[src/rtl/uart_mmio.sv]
// Memory-mapped 8N1 UART: polled status word, data word, transmitter and receiver with a small RX FIFO.
// The CPU bus accesses are single-cycle; txd/rxd are owned directly by this block.
module uart_mmio #(
    parameter int          CLK_FREQ   = 10000000,
    parameter int          BAUD       = 9600,
    parameter int          FIFO_DEPTH = 4,
    parameter logic [31:0] DATA_ADDR  = 32'hBFD003F8,
    parameter logic [31:0] STAT_ADDR  = 32'hBFD003FC
) (
    input  logic        clk,
    input  logic        rst,
    input  logic        ce_i,
    input  logic        we_i,
    input  logic [3:0]  sel_i,
    input  logic [31:0] addr_i,
    input  logic [31:0] data_i,
    output logic [31:0] data_o,
    output logic        hit_o,
    output logic        txd,
    input  logic        rxd
);

    localparam int DIV  = CLK_FREQ / BAUD;
    localparam int HALF = (DIV / 2 > 0) ? DIV / 2 : 1;
    localparam int CW   = $clog2(DIV + 1);
    localparam int PW   = $clog2(FIFO_DEPTH);

    localparam logic [CW-1:0] DIV_LAST  = CW'(DIV - 1);
    localparam logic [CW-1:0] HALF_LAST = CW'(HALF - 1);
    localparam logic [CW-1:0] BAUD_ONE  = CW'(1);
    localparam logic [PW-1:0] PTR_ONE   = PW'(1);
    localparam logic [PW:0]   CNT_ONE   = (PW + 1)'(1);
    localparam logic [PW:0]   CNT_FULL  = (PW + 1)'(FIFO_DEPTH);

    typedef enum logic [1:0] {S_IDLE, S_START, S_DATA, S_STOP} uart_state_t;

    uart_state_t tx_state, rx_state;
    logic [CW-1:0] tx_cnt, rx_cnt;
    logic [2:0]    tx_bit, rx_bit;
    logic [7:0]    tx_shreg, rx_shreg;
    logic          rx_meta, rxs;
    logic          tx_drop, rx_ovf, frame_err;

    logic [7:0]    fifo_mem [FIFO_DEPTH];
    logic [PW-1:0] rd_ptr, wr_ptr;
    logic [PW:0]   fifo_count;

    logic data_sel, stat_sel, data_rd, stat_rd, data_wr;
    logic tx_ready, tx_accept, tx_drop_set;
    logic rx_avail, fifo_full, pop, push, push_req, ovf_set, frame_set, rx_stop_tick;
    logic unused_bits;

    assign unused_bits = &{1'b0, sel_i[3:1], data_i[31:8]};

    assign data_sel = ce_i && (addr_i == DATA_ADDR);
    assign stat_sel = ce_i && (addr_i == STAT_ADDR);
    assign hit_o    = data_sel || stat_sel;
    assign data_rd  = data_sel && !we_i;
    assign stat_rd  = stat_sel && !we_i;
    assign data_wr  = data_sel && we_i && sel_i[0];

    assign tx_ready    = (tx_state == S_IDLE);
    assign tx_accept   = data_wr && tx_ready;
    assign tx_drop_set = data_wr && !tx_ready;

    assign rx_avail     = (fifo_count != '0);
    assign fifo_full    = (fifo_count == CNT_FULL);
    assign pop          = data_rd && rx_avail;
    assign rx_stop_tick = (rx_state == S_STOP) && (rx_cnt == DIV_LAST);
    assign push_req     = rx_stop_tick && rxs;
    assign frame_set    = rx_stop_tick && !rxs;
    // A pop in the same cycle frees the slot, so a full FIFO can still accept.
    assign push         = push_req && (!fifo_full || pop);
    assign ovf_set      = push_req && fifo_full && !pop;

    always_comb begin
        data_o = '0;
        if (data_rd && rx_avail)
            data_o = {24'b0, fifo_mem[rd_ptr]};
        else if (stat_rd)
            data_o = {27'b0, frame_err, rx_ovf, tx_drop, rx_avail, tx_ready};
    end

    // txd is registered from the state, so it lags state entry by one edge.
    always_ff @(posedge clk or negedge rst) begin
        if (!rst) begin
            tx_state <= S_IDLE;
            tx_cnt   <= '0;
            tx_bit   <= '0;
            tx_shreg <= '0;
            txd      <= 1'b1;
        end else begin
            case (tx_state)
                S_IDLE: begin
                    txd <= 1'b1;
                    if (tx_accept) begin
                        tx_shreg <= data_i[7:0];
                        tx_cnt   <= '0;
                        tx_state <= S_START;
                    end
                end
                S_START: begin
                    txd <= 1'b0;
                    if (tx_cnt == DIV_LAST) begin
                        tx_cnt   <= '0;
                        tx_bit   <= '0;
                        tx_state <= S_DATA;
                    end else begin
                        tx_cnt <= tx_cnt + BAUD_ONE;
                    end
                end
                S_DATA: begin
                    txd <= tx_shreg[0];
                    if (tx_cnt == DIV_LAST) begin
                        tx_cnt   <= '0;
                        tx_shreg <= {1'b0, tx_shreg[7:1]};
                        if (tx_bit == 3'd7) tx_state <= S_STOP;
                        else                tx_bit   <= tx_bit + 3'd1;
                    end else begin
                        tx_cnt <= tx_cnt + BAUD_ONE;
                    end
                end
                S_STOP: begin
                    txd <= 1'b1;
                    if (tx_cnt == DIV_LAST) begin
                        tx_cnt   <= '0;
                        tx_state <= S_IDLE;
                    end else begin
                        tx_cnt <= tx_cnt + BAUD_ONE;
                    end
                end
                default: tx_state <= S_IDLE;
            endcase
        end
    end

    always_ff @(posedge clk or negedge rst) begin
        if (!rst) begin
            rx_meta  <= 1'b1;
            rxs      <= 1'b1;
            rx_state <= S_IDLE;
            rx_cnt   <= '0;
            rx_bit   <= '0;
            rx_shreg <= '0;
        end else begin
            rx_meta <= rxd;
            rxs     <= rx_meta;
            case (rx_state)
                S_IDLE: begin
                    if (!rxs) begin
                        rx_cnt   <= '0;
                        rx_state <= S_START;
                    end
                end
                S_START: begin
                    if (rx_cnt == HALF_LAST) begin
                        rx_cnt   <= '0;
                        rx_bit   <= '0;
                        rx_state <= rxs ? S_IDLE : S_DATA;
                    end else begin
                        rx_cnt <= rx_cnt + BAUD_ONE;
                    end
                end
                S_DATA: begin
                    if (rx_cnt == DIV_LAST) begin
                        rx_cnt   <= '0;
                        rx_shreg <= {rxs, rx_shreg[7:1]};
                        if (rx_bit == 3'd7) rx_state <= S_STOP;
                        else                rx_bit   <= rx_bit + 3'd1;
                    end else begin
                        rx_cnt <= rx_cnt + BAUD_ONE;
                    end
                end
                S_STOP: begin
                    if (rx_cnt == DIV_LAST) begin
                        rx_cnt   <= '0;
                        rx_state <= S_IDLE;
                    end else begin
                        rx_cnt <= rx_cnt + BAUD_ONE;
                    end
                end
                default: rx_state <= S_IDLE;
            endcase
        end
    end

    always_ff @(posedge clk) begin
        if (push) fifo_mem[wr_ptr] <= rx_shreg;
    end

    always_ff @(posedge clk or negedge rst) begin
        if (!rst) begin
            rd_ptr     <= '0;
            wr_ptr     <= '0;
            fifo_count <= '0;
        end else begin
            if (push) wr_ptr <= wr_ptr + PTR_ONE;
            if (pop)  rd_ptr <= rd_ptr + PTR_ONE;
            if (push && !pop)      fifo_count <= fifo_count + CNT_ONE;
            else if (pop && !push) fifo_count <= fifo_count - CNT_ONE;
        end
    end

    // Sticky flags: a set event in the same cycle as a STAT read wins over the clear.
    always_ff @(posedge clk or negedge rst) begin
        if (!rst) begin
            tx_drop   <= 1'b0;
            rx_ovf    <= 1'b0;
            frame_err <= 1'b0;
        end else begin
            tx_drop   <= tx_drop_set || (tx_drop && !stat_rd);
            rx_ovf    <= ovf_set     || (rx_ovf && !stat_rd);
            frame_err <= frame_set   || (frame_err && !stat_rd);
        end
    end

endmodule
[config.mk]
export PLATFORM = sky130hd
export DESIGN_NAME = uart_mmio
export DESIGN_NICKNAME = d
export VERILOG_FILES = /design/src/rtl/uart_mmio.sv
export SDC_FILE = /design/constraint.sdc
export NUM_CORES = 1
export LEC_CHECK = 0
export BUFFER_PORTS_ARGS = -buffer_cell sky130_fd_sc_hd__buf_4
export CAP_MARGIN = 40
export CORE_MARGIN = 2
export CORE_UTILIZATION = 40
export CTS_CLUSTER_DIAMETER = 60
export DETAILED_ROUTE_END_ITERATION = 8
export GPL_TIMING_DRIVEN = 0
export HOLD_SLACK_MARGIN = 0.03
export PLACE_DENSITY_LB_ADDON = 0.08
export SLEW_MARGIN = 10
export SYNTH_ARGS = -nofsm -noshare
export SYNTH_HDL_FRONTEND = slang
export SYNTH_SLANG_ARGS = --single-unit
[constraint.sdc]
create_clock -name clk -period 3.29 [get_ports clk]
set_input_delay 0.4935 -clock clk [delete_from_list [all_inputs] [get_ports clk]]
set_output_delay 0.4935 -clock clk [all_outputs]
set_load 0.02 [all_outputs]
* Word level (Yosys, flattened, before mapping)
Memories as Yosys holds them, arrays and structs flattened.
Index checks and enable logic that the tools add are counted.
W data, S select, Z words.
** Storage, ports and cells
- Flip-flop bits (word level) :: 61
- Input port bits :: 73
- Memories :: 1
- Logic and storage cells :: 138
- Output and inout port bits :: 34
- Memory bits (writable) :: 32
** Operators by class
- Mux-type cells :: 38
- Equality and inequality tests :: 26
- Reductions and logical operators :: 48
- Add/sub/neg operators :: 8
** Memory list
- fifo_mem :: words 4, width 8, rd ports 1, clocked after memory_dff 0, write ports 1, line 44 : logic [7:0] fifo_mem [FIFO_DEPTH];
** Operators with widths (number)
- $eq A32 B32 Y1 const B :: 2
- $mux W11 :: 5
- $pmux W11 S3 :: 1
- $mux W32 :: 1
- $mux W3 :: 8
- $add A11 B1 Y11 const B :: 2
- $eq A11 B11 Y1 const B :: 2
- $mux W2 :: 11
- $pmux W11 S2 :: 1
- $logic_and A1 B1 Y1 :: 20
- $ne A2 B2 Y1 const B :: 10
- $mux W8 :: 2
- $pmux W2 S4 :: 2
- $pmux W8 S2 :: 1
- $pmux W3 S2 :: 2
- $eq A11 B10 Y1 const B :: 1
- $reduce_and A5 Y1 :: 2
- $add A3 B1 Y3 const B :: 3
- $eq A3 B3 Y1 const B :: 3
- $eq A2 B2 Y1 const B :: 4
- $reduce_and A4 Y1 :: 2
- $reduce_bool A2 Y1 :: 4
- $logic_not A1 Y1 :: 7
- $logic_or A1 B1 Y1 :: 5
- 13 further kinds :: 19

* Longest topological paths before layout
Gate-level depths: netlist of run 1.
- Depth in word-level cells :: 10
- Gate-level depth with buffers :: 12
- Mapped depth without buffers :: 12

* Worst setup path after synthesis of run 1
OpenSTA, ideal clock, no wires.
- Path kind :: input to register
- Start :: in addr_i[10]
- End :: reg fifo_count[2]
- Path slack :: 0.158 ns
- Stages on the path :: 10
- Arrival time :: 3.052 ns
- Cell sequence :: or4_4 nor4_4 nand3_2 a2111oi_4 ha_1 inv_1 fa_1 xor2_1 nor2_1 xor2_1
** On the way
- Longest elaborated chain between the ends :: 9
- Elaborated cells on any way between the ends :: 12
** RTL lines
- from (decl) :: line 15 : input logic [31:0] addr_i,
- $eq A32 B32 Y1 * :: line 55 : assign data_sel = ce_i && (addr_i == DATA_ADDR);
- $logic_and A1 B1 Y1 * :: line 55
- $logic_and A1 B1 Y1 * :: line 58 : assign data_rd = data_sel && !we_i;
- $logic_and A1 B1 Y1 * :: line 68 : assign pop = data_rd && rx_avail;
- $logic_or A1 B1 Y1 * :: line 73 : assign push = push_req && (!fifo_full || pop);
- $logic_and A1 B1 Y1 * :: line 73
- named net push :: line 50 : logic rx_avail, fifo_full, pop, push, push_req, ovf_set, frame_set, rx_stop_tick;
- $logic_not A1 Y1 :: line 200 : else if (pop && !push) fifo_count <= fifo_count - CNT_ONE;
- $logic_and A1 B1 Y1 :: line 200
- $reduce_bool A2 Y1 (no line)
- to (signal assigned) :: line 199 : if (push && !pop) fifo_count <= fifo_count + CNT_ONE;
- to (signal assigned) :: line 200
- to (decl) :: line 46 : logic [PW:0] fifo_count;
The timed path passes the listed nets; every way through them passes the cells marked *.
A chain may end at the register's enable or synchronous reset.

* Worst setup path after layout of run 1
- Start :: in addr_i[17]
- End :: out data_o[2]
** On the way
- Longest elaborated chain between the ends :: 5
- Elaborated cells on any way between the ends :: 9
** RTL lines
- $eq A32 B32 Y1 (on tied branches) :: line 56, 55
- $logic_and A1 B1 Y1 (on tied branches) :: line 56, 55
- $logic_and A1 B1 Y1 (on tied branches) :: line 59, 58
- $mux W5 / $logic_and A1 B1 Y1 (equally long branches) :: line 80, 78
- $mux W32 * :: line 78 : if (data_rd && rx_avail)
- to (decl) :: line 17 : output logic [31:0] data_o,
Every way passes the cells marked *; elsewhere a longest branch is shown, timed or not.

==> results of run 1 <==
## flip-flops by register name, summed over array words and instances (netlist names), 2 cells and up, named ones only
register / count
fifo_mem: 32
rx_bit: 3
tx_shreg: 8
tx_cnt: 11
wr_ptr: 2
rd_ptr: 2
rx_shreg: 8
fifo_count: 3
rx_cnt: 11
tx_state: 2
tx_bit: 3
## metal layers
layer	track usage, %	up-vias
li1	-	1710
met1	23.17	1684
met2	26.20	69
met3	4.323	4
met4	5.141	0
met5	0	-
## report_power, final
group | total (mW) | internal [mW] | leakage, nW | switching (mW)
combinational | 0.269 | 0.161 | 1.30 | 0.108
clock | 1.03 | 0.538 | 0.142 | 0.492
sequential | 1.33 | 1.26 | 1.16 | 0.0640
## cell families after synthesis
group,synth area share [%]
AND/OR/NAND/NOR,15.48
flip-flops,50.43
AO/OA/AOI/OAI,13.53
buffers and inverters,6.661
multiplexers,7.092
adder cells (fa/ha/maj),4.965
XOR/XNOR,1.773
other,0.07591
## critical path: cells and delay by family
family                 cells  cell delay [ps]
AOI/OAI and AO/OA          1              250
and+or+nand+nor            4             1240
buffers and inverters      4              680
## layout by cell type, fill, tap and decap left out, drive strengths merged, types with 3 or more instances in the layout
master and instances:
buf 83, dfrtp 58, edfxtp 32, inv 25
conb 24, nor2 23, nand2 22, clkbuf 20
ha 18, a21oi 16, o21ai 16, mux2 13
a22o 12, a31oi 11, nand3 11, nand2b 9
mux4 8, nor4 8, or4b 8, xnor2 7
o32a 7, o221a 7, nor2b 6, and2 6
nand4 5, o31ai 5, nor3 5, nand4bb 3
or3 3, a41oi 3, xor2 3, dfstp 3
o22ai 3, clkinv 3
## path summary, 6_finish.rpt
| path | cells after the start | slack, ps | end |
|---|---|---|---|
| worst max register to register | 10 | 410 | fifo_count[2] |
| max in group asynchronous | 1 | 2510 | rx_cnt[3] |
| worst min register to register | 0 | 360 | rxs |
| worst max-delay path | 9 | 120 | data_o[2] |
| min in group clk | 1 | 250 | rx_meta |
| worst min-delay path | 1 | 230 | tx_cnt[4] |
## final cells by class
| type | count | area [µm²] |
|---|---|---|
| multi-input combinational | 288 | 2226 |
| inverter | 23 | 86.33 |
| fill | 1101 | 6056 |
| tap | 147 | 183.9 |
| timing repair buffer | 56 | 420.4 |
| buffer | 38 | 244.0 |
| clock inverter | 7 | 78.83 |
| clock buffer | 9 | 225.2 |
| sequential | 93 | 2491 |
## through the flow
stage	hold WS [ps]	util [%]	instances	area [µm²]	setup TNS (ps)
floorplan	197.9	-	442	5026	0
global placement	346.2	46.81	644	5623	-946.4
detailed placement	347.3	46.81	644	5623	-1048
finish	225.9	49.58	661	5956	0
global route	226.0	49.58	661	5956	0
CTS	229.4	49.51	660	5947	0
## timing repair
action	in CTS	in global routing
hold buffers	0	0
buffers inserted	0	1
cloned	0	0
gates resized for setup	4	2
endpoints found under the setup margin	3	6
pin swaps	1	2
==> qor.yml, run 1 <==
cts:
  cts_root_buffer: "clkbuf_16"
  cts_tree: "done"
  htreeDepth: 3
  path_clk_slew_ps: 70
  cts_buffer_depth: 2
  cts_made_buffers: 9
  cts_sinks: 93
  clock_latency_ps: 340
logic_synthesis:
  synth.area.top_cells: "dfrtp_1, edfxtp_1, ha_1"
  synth.distinct_cells: 62
  synthTopCellsByCount: "dfrtp_1, edfxtp_1, buf_4"
  synth_sequential_area_ratio_pct: 50.43
  avgSynthCellArea_um2: 11.79
  syn_area_um2: 4940
  synth_largest_area_cell: "dfrtp_1"
  ys_seq_elements: 93
  yosysMostFrequentCell: "dfrtp_1"
  synth-edff-count: 32
  async_flop_share_pct: 65.59
  synth_top_cell_area_share_pct: 29.38
  synthFlopType: "dfrtp_1"
  synth_warnings: 0
  synthCells: 419
floorplanning:
  die_x_um: 115.1
  core_area_um2: 12010
  io_pins: 107
  start_util_pct: 41.13
  die_y_um: 115.1
  rows: 40
  dieArea_um2: 13250
detailed_routing:
  wl_um: 10310
  drt_iter0_drc: 184
  drt-met1-wl_um: 4920
  top_layer_used: "met4"
  via_per_inst: 5.245
  drcViolationCount: 0
  detail_route.wl_per_cell_um: 15.60
  wl_met3_um: 447
  vias: 3467
  ant_nets: 0
  dr.pass1.iters: 4
  wl_met2_um: 4888
global_route:
  overflow: 0
  grt_pass1_vias: 3375
  antenna_found_initial: 0
  track_usage_pct: 16.79
  grt_start_max_net_pins: 62
  grt_pass1_wl_um: 17270
sta:
  fmax_mhz: 315.0
  fin_crit_sh_pct: 96.50
  fin_crit_ps: 3175
  hold_viol: 0
  rsz0062_at_grt: "no"
  layout_setup_ws_ps: 115.2
  worst_clock_skew_ps: 7.669
  setup_violations: 0
  worst-slew-pin-transition_ps: 818.3
  slew_viol_final: 0
  relSlewSlack_pct: 45.45
critical_path:
  worstPathRequired_ps: 2800
  cp-startpoint: "addr_i[17]"
  path_class: "input pin to primary output"
  r2r_start: "rx_cnt[3]"
  cp-start-kind: "input pin"
  cpMaxStageDelayCell: "or4b_1"
  cp-end-kind: "primary output"
  crit_arrival_ps: 2680
  path_common_cell: "buf_4"
  slowest_delay_ps: 570
  cp_cell_sequence: "buf_4 > or4b_1 > nor4_4 > nand2_2 > buf_2 > inv_1 > nand3_2 > o22ai_2 > buf_4"
  crit_fanout: 10
power:
  ir_worst_vdd_v: 0.0003094
  power.total_mw: 2.624
  power.leakage_nw: 2.604
  p_per_area_nw_per_um2: 440.6
cells_and_area:
  antenna_cells: 0
  syn2layout_area_growth_pct: 20.57
  drive_gt1_share_pct: 29.77
  finalNetCount: 601
run:
  maxCapViolations: 0
worst_hold_path:
  hold_path_class: "input pin to asynchronous set/reset pin"
placement:
  post-place-ws_ps: -305.5
  dpl.hpwl_um: 7256
  gp_congestion: 0.7942
  port_buffers: 55
run_status:
  status: "finished clean"
No activity file was read; power rests on OpenSTA's default activity.
==> run 2: changes to the inputs <==
--- a/config.mk
+++ b/config.mk
@@ -13,6 +13,7 @@
 export DETAILED_ROUTE_END_ITERATION = 8
 export GPL_TIMING_DRIVEN = 0
 export HOLD_SLACK_MARGIN = 0.03
+export MAX_ROUTING_LAYER = met4
 export PLACE_DENSITY_LB_ADDON = 0.08
 export SLEW_MARGIN = 10
 export SYNTH_ARGS = -nofsm -noshare
==> run 2 against run 1 <==
Compared with the run above:
- register-to-register slack is essentially flat
- first-iteration DRC count increased by 5.4%
- worst setup slack got worse by 7.5 ps
- flip-flop and latch count did not move
- sequential share of layout area unchanged
- final cell count unchanged
- global-route usage increased by 0.54 points
- wire length rose by 0.45%
- combinational power is essentially flat
- clock skew down 0.99 ps
- die area unchanged
- critical endpoint unchanged
- largest power group unchanged
==> qor.yml, run 2 (synthesis gave the netlist of run 1 again) <==
global_route:
  antenna_found_initial: 0  # unchanged
  overflow: 0  # unchanged
  grt_start_max_net_pins: 62  # unchanged
  grt_pass1_wl_um: 17280  # about the same
  track_usage_pct: 17.32  # +0.54 points
  grt_pass1_vias: 3372  # -0.089%
placement:
  dpl.hpwl_um: 7256  # unchanged
  port_buffers: 55  # unchanged
  gp_congestion: 0.8054  # +1.4%
  dp_cells: 644  # unchanged
cells_and_area:
  finalNetCount: 601  # unchanged
  mostFrequentLayoutCell: "buf_4"
  syn2layout_area_growth_pct: 20.57  # unchanged
  antenna_cells: 0  # unchanged
  largestRegisters: "fifo_mem: 32 flops, rx_cnt: 11 flops, tx_cnt: 11 flops"
  top_register: "fifo_mem"
  drive_gt1_share_pct: 29.77  # unchanged
  final_cell_mix: "buf_4, dfrtp_1, edfxtp_1"
  final_cells: 661  # unchanged
  largest_reg_flops: 32  # unchanged
floorplanning:
  io_pins: 107  # unchanged
  die_x_um: 115.1  # unchanged
  rows: 40  # unchanged
  core_area_um2: 12010  # unchanged
  dieArea_um2: 13250  # unchanged
  die_y_um: 115.1  # unchanged
  start_util_pct: 41.13  # unchanged
cts:
  cts_tree: "done"
  path_clk_slew_ps: 70  # about the same
  cts_made_buffers: 9  # unchanged
  htreeDepth: 3  # unchanged
  clock_latency_ps: 340  # about the same
  cts_buffer_depth: 2  # unchanged
  ctsHoldBuffers: 0  # unchanged
  cts_root_buffer: "clkbuf_16"
  cts_sinks: 93  # unchanged
sta:
  setup_tns_ps: 0  # unchanged
  rsz0062_at_grt: "no"
  hold_viol: 0  # unchanged
  fin_crit_sh_pct: 96.73  # +0.23 points
  slew_viol_final: 0  # unchanged
  fin_crit_ps: 3182  # +7.513 ps
  relSlewSlack_pct: 45.87  # +0.42 points
  setup_violations: 0  # unchanged
  worst-slew-pin-transition_ps: 812.0  # -6.303 ps
  fmax_mhz: 314.2  # -0.24%
  worst_clock_skew_ps: 6.681  # -0.9874 ps
power:
  power.total_mw: 2.626  # about the same
  ir_worst_vdd_v: 0.0003079  # -0.51%
  p_per_area_nw_per_um2: 440.9  # about the same
  power.leakage_nw: 2.604  # unchanged
detailed_routing:
  via_per_inst: 5.277  # +0.61%
  vias: 3488  # +0.61%
  detail_route.wl_per_cell_um: 15.67  # +0.45%
  ant_nets: 0  # unchanged
  drt_iter0_drc: 194  # +5.4%
  drcViolationCount: 0  # unchanged
  dr.pass1.iters: 4  # unchanged
  wl_um: 10360  # +0.45%
critical_path:
  path_class: "input pin to primary output"
  worstPathRequired_ps: 2800  # about the same
  crit_fanout: 10  # unchanged
  cp-start-kind: "input pin"
  cp-end-kind: "primary output"
  crit_arrival_ps: 2690  # about the same
run_status:
  status: "finished clean"
run:
  maxCapViolations: 0  # unchanged
worst_hold_path:
  hold_path_class: "input pin to asynchronous set/reset pin"
==> run 2: cell counts in the layout (fill, tap and decap cells not counted) <==
Identical to the previous run, type by type.
==> run 2: cell type report <==
type	instances	area, µm²
sequential	93	2491
clock inverter	7	78.83
inverter	23	86.33
multi-input combinational	288	2226
timing repair buffer	56	420.4
tap	147	183.9
buffer	38	244.0
clock buffer	9	225.2
fill	1101	6056
==> run 2: power breakdown <==
part	switching, mW	internal [mW]	total [mW]	leakage (nW)
Combinational	0.108	0.161	0.269	1.30
Sequential	0.0640	1.26	1.33	1.16
Clock	0.493	0.539	1.03	0.142
Total	0.665	1.96	2.63	2.60
==> run 2: per-layer routing <==
| metal | up-vias | global-route usage (%) | part of all wire (%) |
|---|---|---|---|
| met5 | - | - | 0 |
| met4 | 0 | 5.141 | 0.75 |
| li1 | 1708 | - | - |
| met3 | 6 | 4.323 | 3.9 |
| met2 | 80 | 26.24 | 47 |
| met1 | 1694 | 23.17 | 48 |
==> run 2: final timing paths <==
check | slack [ps] | endpoint | start | cells after the start
max reg2reg | 410 | fifo_count[2] | rx_cnt[3] | 10
min | 230 | tx_cnt[4] | rst | 1
min in group clk | 250 | rx_meta | rxd | 1
max | 110 | data_o[2] | addr_i[17] | 9
min reg2reg | 360 | rxs | rx_meta | 0
max in group asynchronous | 2520 | rx_cnt[3] | rst | 1
==> run 2: through the flow <==
stage / cell area, µm² / util (%) / setup slack (ps) / hold slack [ps]
3_5_place_dp: 5623 / 46.81 / -305.5 / 347.3
6_report: 5956 / 49.58 / 107.7 / 225.7
3_3_place_gp: 5623 / 46.81 / -265.9 / 346.2
2_1_floorplan: 5026 / - / 158.5 / 197.9
4_1_cts: 5947 / 49.51 / 15.42 / 229.4
5_1_grt: 5956 / 49.58 / 0.4399 / 226.0
==> run 2: timing repair <==
action                                  CTS  global route
gates resized for setup                   4             2
cloned                                    0             0
pin swaps                                 1             2
endpoints found under the setup margin    3             6
setup buffers                             0             1
==> run 2: worst max-delay path, cell delays in order <==
cell     delay [ps]
buf_4           100
or4b_1          570
nor4_4          280
nand2_2         210
buf_2           250
inv_1           150
nand3_2         180
o22ai_2         250
buf_4           180
